--- src/rtl/proc_pkg.sv ---
// Shared fetch-side types and constants for the 8-bit multi-cycle core.
// No logic: only the state encoding, opcode field position and width defaults.
// Consumers: the instruction fetch queue, its interface and the control unit.
package proc_pkg;

    localparam int PC_W_DEF = 16;
    localparam int OPC_HI   = 7;
    localparam int OPC_LO   = 4;

    typedef enum logic [1:0] {
        ST_IDLE = 2'd0,
        ST_RUN  = 2'd1,
        ST_FULL = 2'd2,
        ST_HALT = 2'd3
    } fetch_state_t;

    function automatic logic [OPC_HI-OPC_LO:0] opcode_of(input logic [7:0] b);
        return b[OPC_HI:OPC_LO];
    endfunction

endpackage

--- src/rtl/instr_fetch_queue_if.sv ---
// Fetch queue bus: program-memory read port plus the instruction handshake.
// master = fetch queue, slave = memory/controller side.
// Backpressure is carried by instr_ready only; memory never stalls.
interface instr_fetch_queue_if
    import proc_pkg::*;
#(
    parameter int PC_W = PC_W_DEF
);
    logic            imem_rd;
    logic [PC_W-1:0] imem_addr;
    logic [7:0]      imem_data;
    logic [7:0]      instr;
    logic [PC_W-1:0] instr_pc;
    logic            instr_valid;
    logic            instr_ready;

    modport master (
        output imem_rd, imem_addr, instr, instr_pc, instr_valid,
        input  imem_data, instr_ready
    );

    modport slave (
        input  imem_rd, imem_addr, instr, instr_pc, instr_valid,
        output imem_data, instr_ready
    );
endinterface

--- src/rtl/fetch_fifo.sv ---
// Generic synchronous FIFO with registered head output and synchronous clear.
// Latency: a push into an empty FIFO is visible on rd_dat the next cycle.
// Backpressure: push is dropped when full unless a pop frees the slot same cycle.
module fetch_fifo #(
    parameter int  W     = 24,
    parameter int  DEPTH = 4,
    localparam int PW    = $clog2(DEPTH),
    localparam int CW    = $clog2(DEPTH + 1)
) (
    input  logic          clk,
    input  logic          rst,
    input  logic          clr,
    input  logic          push,
    input  logic [W-1:0]  wr_dat,
    input  logic          pop,
    output logic [W-1:0]  rd_dat,
    output logic [CW-1:0] count,
    output logic          empty,
    output logic          full
);
    logic [W-1:0]  mem [DEPTH];
    logic [PW-1:0] wr_ptr, rd_ptr, rd_ptr_inc;
    logic [W-1:0]  head_q, head_nxt;
    logic          do_push, do_pop;

    assign empty      = (count == '0);
    assign full       = (count == CW'(DEPTH));
    assign do_pop     = pop && !empty;
    assign do_push    = push && (!full || do_pop);
    assign rd_ptr_inc = rd_ptr + 1'b1;
    assign rd_dat     = head_q;

    // Head is a register so it holds the last value once the FIFO drains.
    always_comb begin
        head_nxt = head_q;
        if (!clr) begin
            if (do_pop) begin
                if (count > CW'(1))
                    head_nxt = mem[rd_ptr_inc];
                else if (do_push)
                    head_nxt = wr_dat;
            end else if (empty && do_push) begin
                head_nxt = wr_dat;
            end
        end
    end

    always_ff @(posedge clk or posedge rst) begin
        if (rst) begin
            wr_ptr <= '0;
            rd_ptr <= '0;
            count  <= '0;
            head_q <= '0;
        end else if (clr) begin
            wr_ptr <= '0;
            rd_ptr <= '0;
            count  <= '0;
        end else begin
            head_q <= head_nxt;
            if (do_push) wr_ptr <= wr_ptr + 1'b1;
            if (do_pop)  rd_ptr <= rd_ptr_inc;
            count <= count + CW'(do_push) - CW'(do_pop);
        end
    end

    always_ff @(posedge clk) begin
        if (do_push && !clr)
            mem[wr_ptr] <= wr_dat;
    end
endmodule

--- src/rtl/instr_fetch_queue.sv ---
// Fetch stage: owns the PC, issues program-memory reads, buffers {byte, pc}.
// Latency: 2 cycles from first imem_rd to instr_valid; 1 instr/cycle sustained.
// Backpressure: reads are only issued when a FIFO slot is reserved, so no overflow.
module instr_fetch_queue
    import proc_pkg::*;
#(
    parameter int              PC_W   = PC_W_DEF,
    parameter int              DEPTH  = 4,
    parameter logic [PC_W-1:0] RST_PC = '0,
    localparam int             CW     = $clog2(DEPTH + 1)
) (
    input  logic                clk,
    input  logic                rst,
    input  logic                en,
    input  logic                halt,
    input  logic                flush,
    input  logic [PC_W-1:0]     flush_pc,
    output logic [PC_W-1:0]     fetch_pc,
    output logic [CW-1:0]       occupancy,
    instr_fetch_queue_if.master bus
);
    localparam int CW1 = CW + 1;

    fetch_state_t    state_q, state_nxt;
    logic [PC_W-1:0] pc_q, resp_pc_q, issue_addr;
    logic            epoch_q, rd_ep_q, resp_q, resp_ep_q;
    logic            rd_live, push, pop, room, issue;
    logic [CW1-1:0]  committed;
    logic            fifo_empty, fifo_full;
    logic [PC_W+7:0] head;

    // A response is kept only if no flush happened since its read was issued.
    assign rd_live   = (state_q == ST_RUN) && (rd_ep_q == epoch_q);
    assign push      = resp_q && (resp_ep_q == epoch_q) && !flush;
    assign pop       = bus.instr_valid && bus.instr_ready && !flush;
    assign committed = CW1'(occupancy) + CW1'(push) + CW1'(rd_live);
    assign room      = (committed - CW1'(pop)) < CW1'(DEPTH);

    always_ff @(posedge clk or posedge rst) begin
        if (rst) state_q <= ST_IDLE;
        else     state_q <= state_nxt;
    end

    always_comb begin
        state_nxt = ST_RUN;
        if (flush) begin
            if (halt)     state_nxt = ST_HALT;
            else if (!en) state_nxt = ST_IDLE;
        end else if (halt) begin
            state_nxt = ST_HALT;
        end else if (!en) begin
            state_nxt = ST_IDLE;
        end else if (!room) begin
            state_nxt = ST_FULL;
        end
    end

    // The registered state doubles as the read strobe: RUN means a read is out.
    always_comb begin
        bus.imem_rd = (state_q == ST_RUN);
        issue       = (state_nxt == ST_RUN);
        issue_addr  = flush ? flush_pc : pc_q;
    end

    always_ff @(posedge clk or posedge rst) begin
        if (rst) begin
            pc_q          <= RST_PC;
            bus.imem_addr <= '0;
            rd_ep_q       <= 1'b0;
            resp_q        <= 1'b0;
            resp_ep_q     <= 1'b0;
            resp_pc_q     <= '0;
            epoch_q       <= 1'b0;
        end else begin
            epoch_q   <= epoch_q ^ flush;
            resp_q    <= bus.imem_rd;
            resp_ep_q <= rd_ep_q;
            resp_pc_q <= bus.imem_addr;
            if (issue) begin
                bus.imem_addr <= issue_addr;
                rd_ep_q       <= epoch_q ^ flush;
                pc_q          <= issue_addr + 1'b1;
            end else if (flush) begin
                pc_q <= flush_pc;
            end
        end
    end

    fetch_fifo #(
        .W     (PC_W + 8),
        .DEPTH (DEPTH)
    ) u_fifo (
        .clk    (clk),
        .rst    (rst),
        .clr    (flush),
        .push   (push),
        .wr_dat ({bus.imem_data, resp_pc_q}),
        .pop    (pop),
        .rd_dat (head),
        .count  (occupancy),
        .empty  (fifo_empty),
        .full   (fifo_full)
    );

    assign bus.instr       = head[PC_W+7:PC_W];
    assign bus.instr_pc    = head[PC_W-1:0];
    assign bus.instr_valid = !fifo_empty;
    assign fetch_pc        = pc_q;

    a_no_overflow: assert property (@(posedge clk) disable iff (rst)
        !(push && fifo_full && !pop));
endmodule

--- src/flat_wrapper.sv ---
// flat-port wrapper written by rule: the top's interface ports become plain ports
module instr_fetch_queue_flat import proc_pkg::*;
#(
    parameter int              PC_W   = PC_W_DEF,
    parameter int              DEPTH  = 4,
    parameter logic [PC_W-1:0] RST_PC = '0,
    localparam int             CW     = $clog2(DEPTH + 1)
)
  (clk, rst, en, halt, flush, flush_pc, fetch_pc, occupancy, bus_imem_rd, bus_imem_addr, bus_instr, bus_instr_pc, bus_instr_valid, bus_imem_data, bus_instr_ready);
  instr_fetch_queue_if #(.PC_W(PC_W)) bus_i ();
  input  logic clk;
  input  logic rst;
  input  logic en;
  input  logic halt;
  input  logic flush;
  input  logic [PC_W-1:0] flush_pc;
  output logic [PC_W-1:0] fetch_pc;
  output logic [CW-1:0] occupancy;
  output wire logic [$bits(bus_i.imem_rd)-1:0] bus_imem_rd;
  output wire logic [$bits(bus_i.imem_addr)-1:0] bus_imem_addr;
  output wire logic [$bits(bus_i.instr)-1:0] bus_instr;
  output wire logic [$bits(bus_i.instr_pc)-1:0] bus_instr_pc;
  output wire logic [$bits(bus_i.instr_valid)-1:0] bus_instr_valid;
  input wire logic [$bits(bus_i.imem_data)-1:0] bus_imem_data;
  input wire logic [$bits(bus_i.instr_ready)-1:0] bus_instr_ready;
  assign bus_imem_rd = bus_i.imem_rd;
  assign bus_imem_addr = bus_i.imem_addr;
  assign bus_instr = bus_i.instr;
  assign bus_instr_pc = bus_i.instr_pc;
  assign bus_instr_valid = bus_i.instr_valid;
  assign bus_i.imem_data = bus_imem_data;
  assign bus_i.instr_ready = bus_instr_ready;
  instr_fetch_queue #(.PC_W(PC_W), .DEPTH(DEPTH), .RST_PC(RST_PC)) u_core (.clk(clk), .rst(rst), .en(en), .halt(halt), .flush(flush), .flush_pc(flush_pc), .fetch_pc(fetch_pc), .occupancy(occupancy), .bus(bus_i));
endmodule
--- config.mk ---
export PLATFORM = sky130hd
export DESIGN_NAME = instr_fetch_queue_flat
export DESIGN_NICKNAME = d
export VERILOG_FILES = /design/src/rtl/proc_pkg.sv /design/src/rtl/instr_fetch_queue_if.sv /design/src/rtl/fetch_fifo.sv /design/src/rtl/instr_fetch_queue.sv /design/src/flat_wrapper.sv
export SDC_FILE = /design/constraint.sdc
export NUM_CORES = 1
export LEC_CHECK = 0
export CORE_ASPECT_RATIO = 1.4
export CORE_MARGIN = 10
export CORE_UTILIZATION = 30
export CTS_BUF_LIST = sky130_fd_sc_hd__clkbuf_4 sky130_fd_sc_hd__clkbuf_8 sky130_fd_sc_hd__clkbuf_16
export CTS_CLUSTER_SIZE = 16
export DETAILED_ROUTE_END_ITERATION = 12
export GPL_ROUTABILITY_DRIVEN = 0
export PLACE_DENSITY_LB_ADDON = 0.12
export SYNTH_ARGS = -nofsm -noshare
export SYNTH_HDL_FRONTEND = slang
export SYNTH_SLANG_ARGS = --single-unit
--- constraint.sdc ---
create_clock -name clk -period 4 [get_ports clk]
set_input_delay 0.8 -clock clk [delete_from_list [all_inputs] [get_ports clk]]
set_output_delay 0.8 -clock clk [all_outputs]
set_load 0.03 [all_outputs]
==> results of run 1 <==
-- metrics by stage --
stage	cell area [um2]	cells	util [%]	power, mW
after global placement	8710	868	36.2	4.90
after global routing	9270	900	38.5	6.77
after detailed placement	8710	868	36.2	4.93
after CTS	9270	900	38.5	6.51
after floorplan	7360	470	-	4.00
final	9270	900	38.5	6.39
-- cell usage in the layout (no fill, tap or decap), drive strengths merged, types with 3 or more instances in the layout --
| cell type | synthesis | final |
|---|---|---|
| edfxtp | 96 | 96 |
| clkdlybuf4s50 | 0 | 89 |
| dfrtp | 85 | 85 |
| nor2 | 48 | 48 |
| a21oi | 43 | 43 |
| mux2i | 39 | 39 |
| mux4 | 24 | 24 |
| clkbuf | 3 | 24 |
| buf | 17 | 19 |
| inv | 12 | 15 |
| xor2 | 14 | 14 |
| ha | 12 | 12 |
| nand2 | 11 | 11 |
| xnor2 | 8 | 8 |
| nand3 | 8 | 8 |
| mux2 | 6 | 6 |
| and2 | 6 | 6 |
| nor2b | 4 | 4 |
| nand3b | 4 | 4 |
| clkinv | 0 | 4 |
| nand4 | 3 | 3 |
| nand4b | 3 | 3 |
| o21ai | 3 | 3 |
| a211oi | 3 | 3 |
-- registers in the layout, summed over array words and instances, names as in the netlist --
| register | cells |
|---|---|
| u_core.u_fifo.mem | 96 |
| u_core.u_fifo.rd_dat | 24 |
| u_core.bus.imem_addr | 16 |
| u_core.fetch_pc | 16 |
| u_core.resp_pc_q | 16 |
| u_core.u_fifo.count | 3 |
| u_core.state_q | 2 |
| u_core.u_fifo.rd_ptr | 2 |
| u_core.u_fifo.wr_ptr | 2 |
| u_core.epoch_q | 1 |
| u_core.rd_ep_q | 1 |
| u_core.resp_ep_q | 1 |
| u_core.resp_q | 1 |
-- cell usage after synthesis, types with 2 or more instances --
library cell | instances | area (um2)
sky130_fd_sc_hd__a21oi_1 | 43 | 215
sky130_fd_sc_hd__and2_1 | 6 | 37.5
sky130_fd_sc_hd__buf_2 | 11 | 55.1
sky130_fd_sc_hd__buf_4 | 3 | 22.5
sky130_fd_sc_hd__buf_6 | 2 | 22.5
sky130_fd_sc_hd__clkbuf_1 | 3 | 11.3
sky130_fd_sc_hd__dfrtp_1 | 85 | 2130
sky130_fd_sc_hd__edfxtp_1 | 96 | 2880
sky130_fd_sc_hd__ha_1 | 12 | 150
sky130_fd_sc_hd__inv_1 | 12 | 45.0
sky130_fd_sc_hd__mux2_2 | 6 | 67.6
sky130_fd_sc_hd__mux2i_1 | 39 | 390
sky130_fd_sc_hd__mux4_2 | 24 | 541
sky130_fd_sc_hd__nand2_1 | 11 | 41.3
sky130_fd_sc_hd__nand3_1 | 8 | 40.0
sky130_fd_sc_hd__nand3b_1 | 4 | 30.0
sky130_fd_sc_hd__nand4_1 | 3 | 18.8
sky130_fd_sc_hd__nand4b_1 | 3 | 26.3
sky130_fd_sc_hd__nor2_1 | 48 | 180
sky130_fd_sc_hd__nor2b_1 | 4 | 25.0
sky130_fd_sc_hd__o21ai_0 | 3 | 15.0
sky130_fd_sc_hd__xnor2_1 | 8 | 70.1
sky130_fd_sc_hd__xor2_1 | 14 | 123
-- kinds of logic (layout without fill, tap and decap cells) --
kind of cell	after synthesis	count (layout)	synth area share, %
flip-flops	181	181	68.1
AND/OR/NAND/NOR	94	94	6.14
multiplexers	69	69	13.6
AO/OA/AOI/OAI	59	59	5.09
buffers and inverters	32	152	2.18
XOR/XNOR	22	22	2.62
adder cells (fa/ha/maj)	13	13	2.31
-- critical path, delay by kind of cell --
kind	cells	cell delay [ns]
buf+inv	3	0.81
compound gates	3	0.89
mux	1	0.35
simple gates	2	0.28
fa+ha+maj	2	0.48
-- report_power, final --
part	internal, mW	switching, mW	total [mW]
clock	0.881	0.675	1.56
combinational	0.846	1.12	1.97
sequential	2.47	0.386	2.86
total	4.20	2.18	6.39
-- metal layers --
layer / track usage, % / vias up / part of all wire (%)
li1: - / 1947 / -
met1: 12.8 / 2136 / 43
met2: 19.1 / 78 / 52
met3: 3.05 / 16 / 4.2
met4: 3.82 / 0 / 1.2
met5: 0 / - / 0
-- area by class of cell --
class	count	area (um2)
Fill cell	2234	14800
Sequential cell	181	5010
Multi-Input combinational cell	257	2200
Timing Repair Buffer	108	1070
Clock buffer	24	502
Tap cell	310	388
Clock inverter	8	50.0
Inverter	12	47.5
-- final timing paths --
path | from | cells after the start | end
setup / recovery | bus_instr_ready | 11 | u_core.bus.imem_addr[1]$_DFFE_PP0N_
hold / removal | u_core.bus.imem_addr[8]$_DFFE_PP0N_ | 0 | u_core.resp_pc_q[8]$_DFF_PP0_
setup reg to reg | u_core.u_fifo.count[2]$_DFF_PP0_ | 12 | u_core.bus.imem_addr[1]$_DFFE_PP0N_
hold reg to reg | u_core.bus.imem_addr[8]$_DFFE_PP0N_ | 0 | u_core.resp_pc_q[8]$_DFF_PP0_
max in group asynchronous | rst | 3 | u_core.resp_pc_q[9]$_DFF_PP0_
min in group asynchronous | rst | 2 | u_core.u_fifo.rd_dat[21]$_DFFE_PP0P_
==> results.json, run 1 <==
{
  "cts_bufs_inserted": 17,
  "postCtsSetupRepairBufs": 0,
  "timing_worst_slew_pin_value_ns": 0.944,
  "detail_route.first_pass.iterations": 4,
  "ios": 91,
  "total_leakage_power_nw": 3.32,
  "cts_max_path_buffers": 2,
  "final_critical_path_setup_slack_ns": 0.683,
  "clkTransAtPathRegs_ns": 0.06,
  "dieWidth_um": 152,
  "mapped_nets": 513,
  "synth_flop_cell": "sky130_fd_sc_hd__edfxtp_1",
  "max_stage_delay_ns": 0.53,
  "nNetsFinal": 620,
  "ys_types": 45,
  "ys_seq_area_share_pct": 68.1,
  "finalCritPeriodShare_pct": 82.9,
  "setup_viol_count_final": 0,
  "totalWireLength_mm": 16.9,
  "clockRootBuffer": "sky130_fd_sc_hd__clkbuf_16",
  "grt_overflow_total": 0,
  "core_mm2": 0.0241,
  "irDropWorstVdd_mv": 0.307,
  "outcome": "complete, no violations",
  "grt_pass1_vias": 4548,
  "place.port_buffers": 90,
  "crit_path_top_delay_cell": "sky130_fd_sc_hd__clkdlybuf4s50_1",
  "rsz0062_at_grt": "no",
  "critPathKind": "in -> reg",
  "antenna_found_initial": 0,
  "report.final.slew_viol_count": 0,
  "timing.critical_path.cells": "clkdlybuf4s50_1 -> nand2_1 -> nor2_1 -> ha_1 -> inv_1 -> ha_1 -> a211oi_1 -> o211ai_1 -> a211oi_4 -> buf_12 -> mux2_2",
  "insertedDiodeCount": 0,
  "setup-tns-final_ns": 0,
  "dieArea_mm2": 0.0313,
  "dp_hpwl_mm": 11.5,
  "crit_fanout": 36,
  "tritoncts_clock_tree": "yes",
  "asyncSetResetFlopFracSynth_pct": 47.0,
  "timing_hold_violations_final": 0,
  "gr-usage-all-layers_pct": 11.0,
  "number_of_nets_still_failing_antenna_checks_after_routing": 0,
  "route.detailed.wl_per_inst_um": 18.7,
  "fp.dieH_um": 205,
  "ctsHtreeMaxLevel": 4,
  "cts_hold_repair.buffers": 0,
  "fmax_mhz": 301,
  "grt_max_degree": 56,
  "tightest_hold_margin_ns": 0.415,
  "synthesis_warnings": 0,
  "post_synth.cell_area_avg_um2": 15.7,
  "detailroute.via_count": 4177,
  "postSynthRegisterBits": 181,
  "layout-drive-gt1-share_pct": 15.3,
  "regToRegSetupSlack_ns": 0.78,
  "maxSlewHeadroom_pct": 37.0,
  "cts_resized": 0,
  "min-delay-path-class": "reg -> reg",
  "cp-end-kind": "register",
  "clock_latency_ns": 0.43,
  "area_delta_synth_final_pct": 25.9,
  "min_period_ns": 3.32,
  "post-route-drc-count": 0,
  "rows": 67,
  "synth_cells": 470,
  "cp.arrival_ns": 3.63,
  "grt_first_pass_wirelength_mm": 26.9,
  "preCtsSetupSlack_ns": 0.244,
  "clock_skew_ns": 0.0109,
  "crit_path_start_kind": "input pin",
  "synth-edff-count": 96,
  "timing.max_cap.violations": 0,
  "vias_per_cell": 4.64,
  "cpMostUsedCell": "sky130_fd_sc_hd__ha_1",
  "synthesis.area_mm2": 0.00736,
  "power.density_mw_per_mm2": 689,
  "count_of_clock_tree_sinks": 181,
  "initial_core_util_pct": 30.6,
  "drt-initial-drc-count": 180,
  "crit_required_ns": 4.31
}
(Power assumes the default switching activity.)
==> run 2, diff against run 1 <==
clock period = 2.93 ns   (was 4 ns; I/O delays follow)
==> results.json, run 2 (synthesis results as in run 1) <==
{
  "top_library_cells_by_usage_in_the_layout_fill_and_taps_aside": "96 x sky130_fd_sc_hd__edfxtp_1, 88 x sky130_fd_sc_hd__clkdlybuf4s50_1, 81 x sky130_fd_sc_hd__dfrtp_1, 46 x sky130_fd_sc_hd__nor2_1, 43 x sky130_fd_sc_hd__a21oi_1",
  "core_mm2": 0.0241,
  "clock_latency_ns": 0.42,
  "largest_register_ffs": 96,
  "nNetsFinal": 645,
  "finalCritPeriodShare_pct": 98.1,
  "cts_bufs_inserted": 17,
  "dieArea_mm2": 0.0313,
  "count_of_clock_tree_sinks": 181,
  "rows": 67,
  "min-delay-path-class": "reg -> reg",
  "vias_per_cell": 4.61,
  "detail_route.first_pass.iterations": 4,
  "crit_required_ns": 3.24,
  "detailroute.via_count": 4263,
  "total_leakage_power_nw": 3.51,
  "insertedDiodeCount": 0,
  "grt_overflow_total": 0,
  "number_of_nets_still_failing_antenna_checks_after_routing": 0,
  "fmax_mhz": 348,
  "place.port_buffers": 90,
  "min_period_ns": 2.87,
  "cts_max_path_buffers": 2,
  "timing.critical_path.cells": "nor2_4 -> nand2_4 -> nand2_4 -> nor2_2 -> ha_1 -> inv_1 -> ha_4 -> a211oi_2 -> o41a_1 -> a211oi_4 -> buf_12 -> mux2_2",
  "gr-usage-all-layers_pct": 10.8,
  "layout_commonest_cell": "sky130_fd_sc_hd__edfxtp_1",
  "regToRegSetupSlack_ns": 0.06,
  "grt_max_degree": 34,
  "dieWidth_um": 152,
  "drt-initial-drc-count": 175,
  "cp-end-kind": "register",
  "cp_top_family": "compound AO/OA/AOI/OAI gates",
  "cp.buffers_inverters": 2,
  "grt_first_pass_wirelength_mm": 26.4,
  "fillCellCount": 2204,
  "tritoncts_clock_tree": "yes",
  "timing_hold_violations_final": 0,
  "dp_hpwl_mm": 11.5,
  "placed_area_mm2": 0.00898,
  "route.detailed.wl_per_inst_um": 18.1,
  "outcome": "complete, no violations",
  "clock_skew_ns": 0.0105,
  "antenna_found_initial": 0,
  "stdcell_area_mm2": 0.00971,
  "cpMostUsedCell": "sky130_fd_sc_hd__nand2_4",
  "top_register": "u_core.u_fifo.mem",
  "ios": 91,
  "clockRootBuffer": "sky130_fd_sc_hd__clkbuf_16",
  "dp_cells": 887,
  "cp.arrival_ns": 3.18,
  "power.density_mw_per_mm2": 953,
  "maxSlewHeadroom_pct": 57.2,
  "timing.max_cap.violations": 0,
  "ctsHtreeMaxLevel": 4,
  "post-route-drc-count": 0,
  "setup_viol_count_final": 0,
  "post_layout_nonfiller_instances": 924,
  "initial_core_util_pct": 30.6,
  "total_power_mw": 9.25,
  "cts_hold_repair.buffers": 0,
  "finalCoreUtilization_pct": 40.4,
  "irDropWorstVdd_mv": 0.442,
  "area_delta_synth_final_pct": 32.0,
  "max_stage_delay_ns": 0.49,
  "report.final.slew_viol_count": 0,
  "fp.dieH_um": 205,
  "crit_path_start_kind": "register",
  "timing_worst_slew_pin_value_ns": 0.642,
  "layout-drive-gt1-share_pct": 19.9,
  "grt_pass1_vias": 4568,
  "clkTransAtPathRegs_ns": 0.07,
  "critPathKind": "reg -> reg",
  "crit_path_top_delay_cell": "sky130_fd_sc_hd__o41a_1",
  "totalWireLength_mm": 16.8,
  "crit_fanout": 9
}
## run 2: cell type report
cell class,instances,area [um2],area share (%)
tap,310,388,4.00
multi-input combinational,257,2250,23.2
timing repair buffer,133,1370,14.1
clock buffer,19,458,4.72
sequential,181,5010,51.7
inverter,12,48.8,0.503
clock inverter,12,179,1.84
## run 2: final timing paths
kind                                                startpoint                                   to  depth (start not counted)
min in group asynchronous                                  rst        u_core.fetch_pc[15]$_DFF_PP0_                          2
max in group asynchronous                                  rst  u_core.u_fifo.rd_ptr[1]$_DFFE_PP0P_                          3
setup reg to reg              u_core.u_fifo.count[0]$_DFF_PP0_         u_core.fetch_pc[1]$_DFF_PP0_                         12
setup / recovery              u_core.u_fifo.count[0]$_DFF_PP0_         u_core.fetch_pc[1]$_DFF_PP0_                         12
hold / removal             u_core.bus.imem_addr[8]$_DFFE_PP0N_        u_core.resp_pc_q[8]$_DFF_PP0_                          0
hold reg to reg            u_core.bus.imem_addr[8]$_DFFE_PP0N_        u_core.resp_pc_q[8]$_DFF_PP0_                          0
## run 2: where the power goes
part           total (mW)  switching, mW  internal [mW]  leakage (nW)
sequential           3.87          0.488           3.38          1.82
combinational        2.95           1.63           1.32          1.39
clock                2.44          0.951           1.49         0.305
total                9.25           3.07           6.19          3.51
## run 2: worst reg2reg max path, stage by stage (launching register included)
cell,delay [ns]
sky130_fd_sc_hd__dfrtp_2,0.43
sky130_fd_sc_hd__nor2_4,0.14
sky130_fd_sc_hd__nand2_4,0.08
sky130_fd_sc_hd__nand2_4,0.07
sky130_fd_sc_hd__nor2_2,0.04
sky130_fd_sc_hd__ha_1,0.27
sky130_fd_sc_hd__inv_1,0.06
sky130_fd_sc_hd__ha_4,0.26
sky130_fd_sc_hd__a211oi_2,0.06
sky130_fd_sc_hd__o41a_1,0.49
sky130_fd_sc_hd__a211oi_4,0.33
sky130_fd_sc_hd__buf_12,0.18
sky130_fd_sc_hd__mux2_2,0.33
## run 2: per-stage QoR
step	hold slack [ns]	setup TNS (ns)	worst slack (ns)
after floorplan	0.389	-0.0111	-0.00371
after global placement	0.406	-9.01	-0.405
after detailed placement	0.409	-11.75	-0.509
after CTS	0.420	0	0.0152
after global routing	0.427	-0.0323	-0.0140
final	0.412	0	0.0568
## run 2: layer usage
metal | GRT usage [%] | share of wire (%) | vias up
li1 | - | - | 1998
met1 | 13.0 | 45 | 2158
met2 | 17.7 | 49 | 96
met3 | 3.76 | 5.7 | 11
met4 | 3.41 | 0.97 | 0
met5 | 0 | 0 | -
## run 2: repair_timing
item	4_1_cts	5_1_grt
resized for setup	3	4
setup buffers	1	4
gates cloned	0	1
pin swaps	1	6
endpoints found under the hold margin	0	0
setup endpoints to repair	3	26
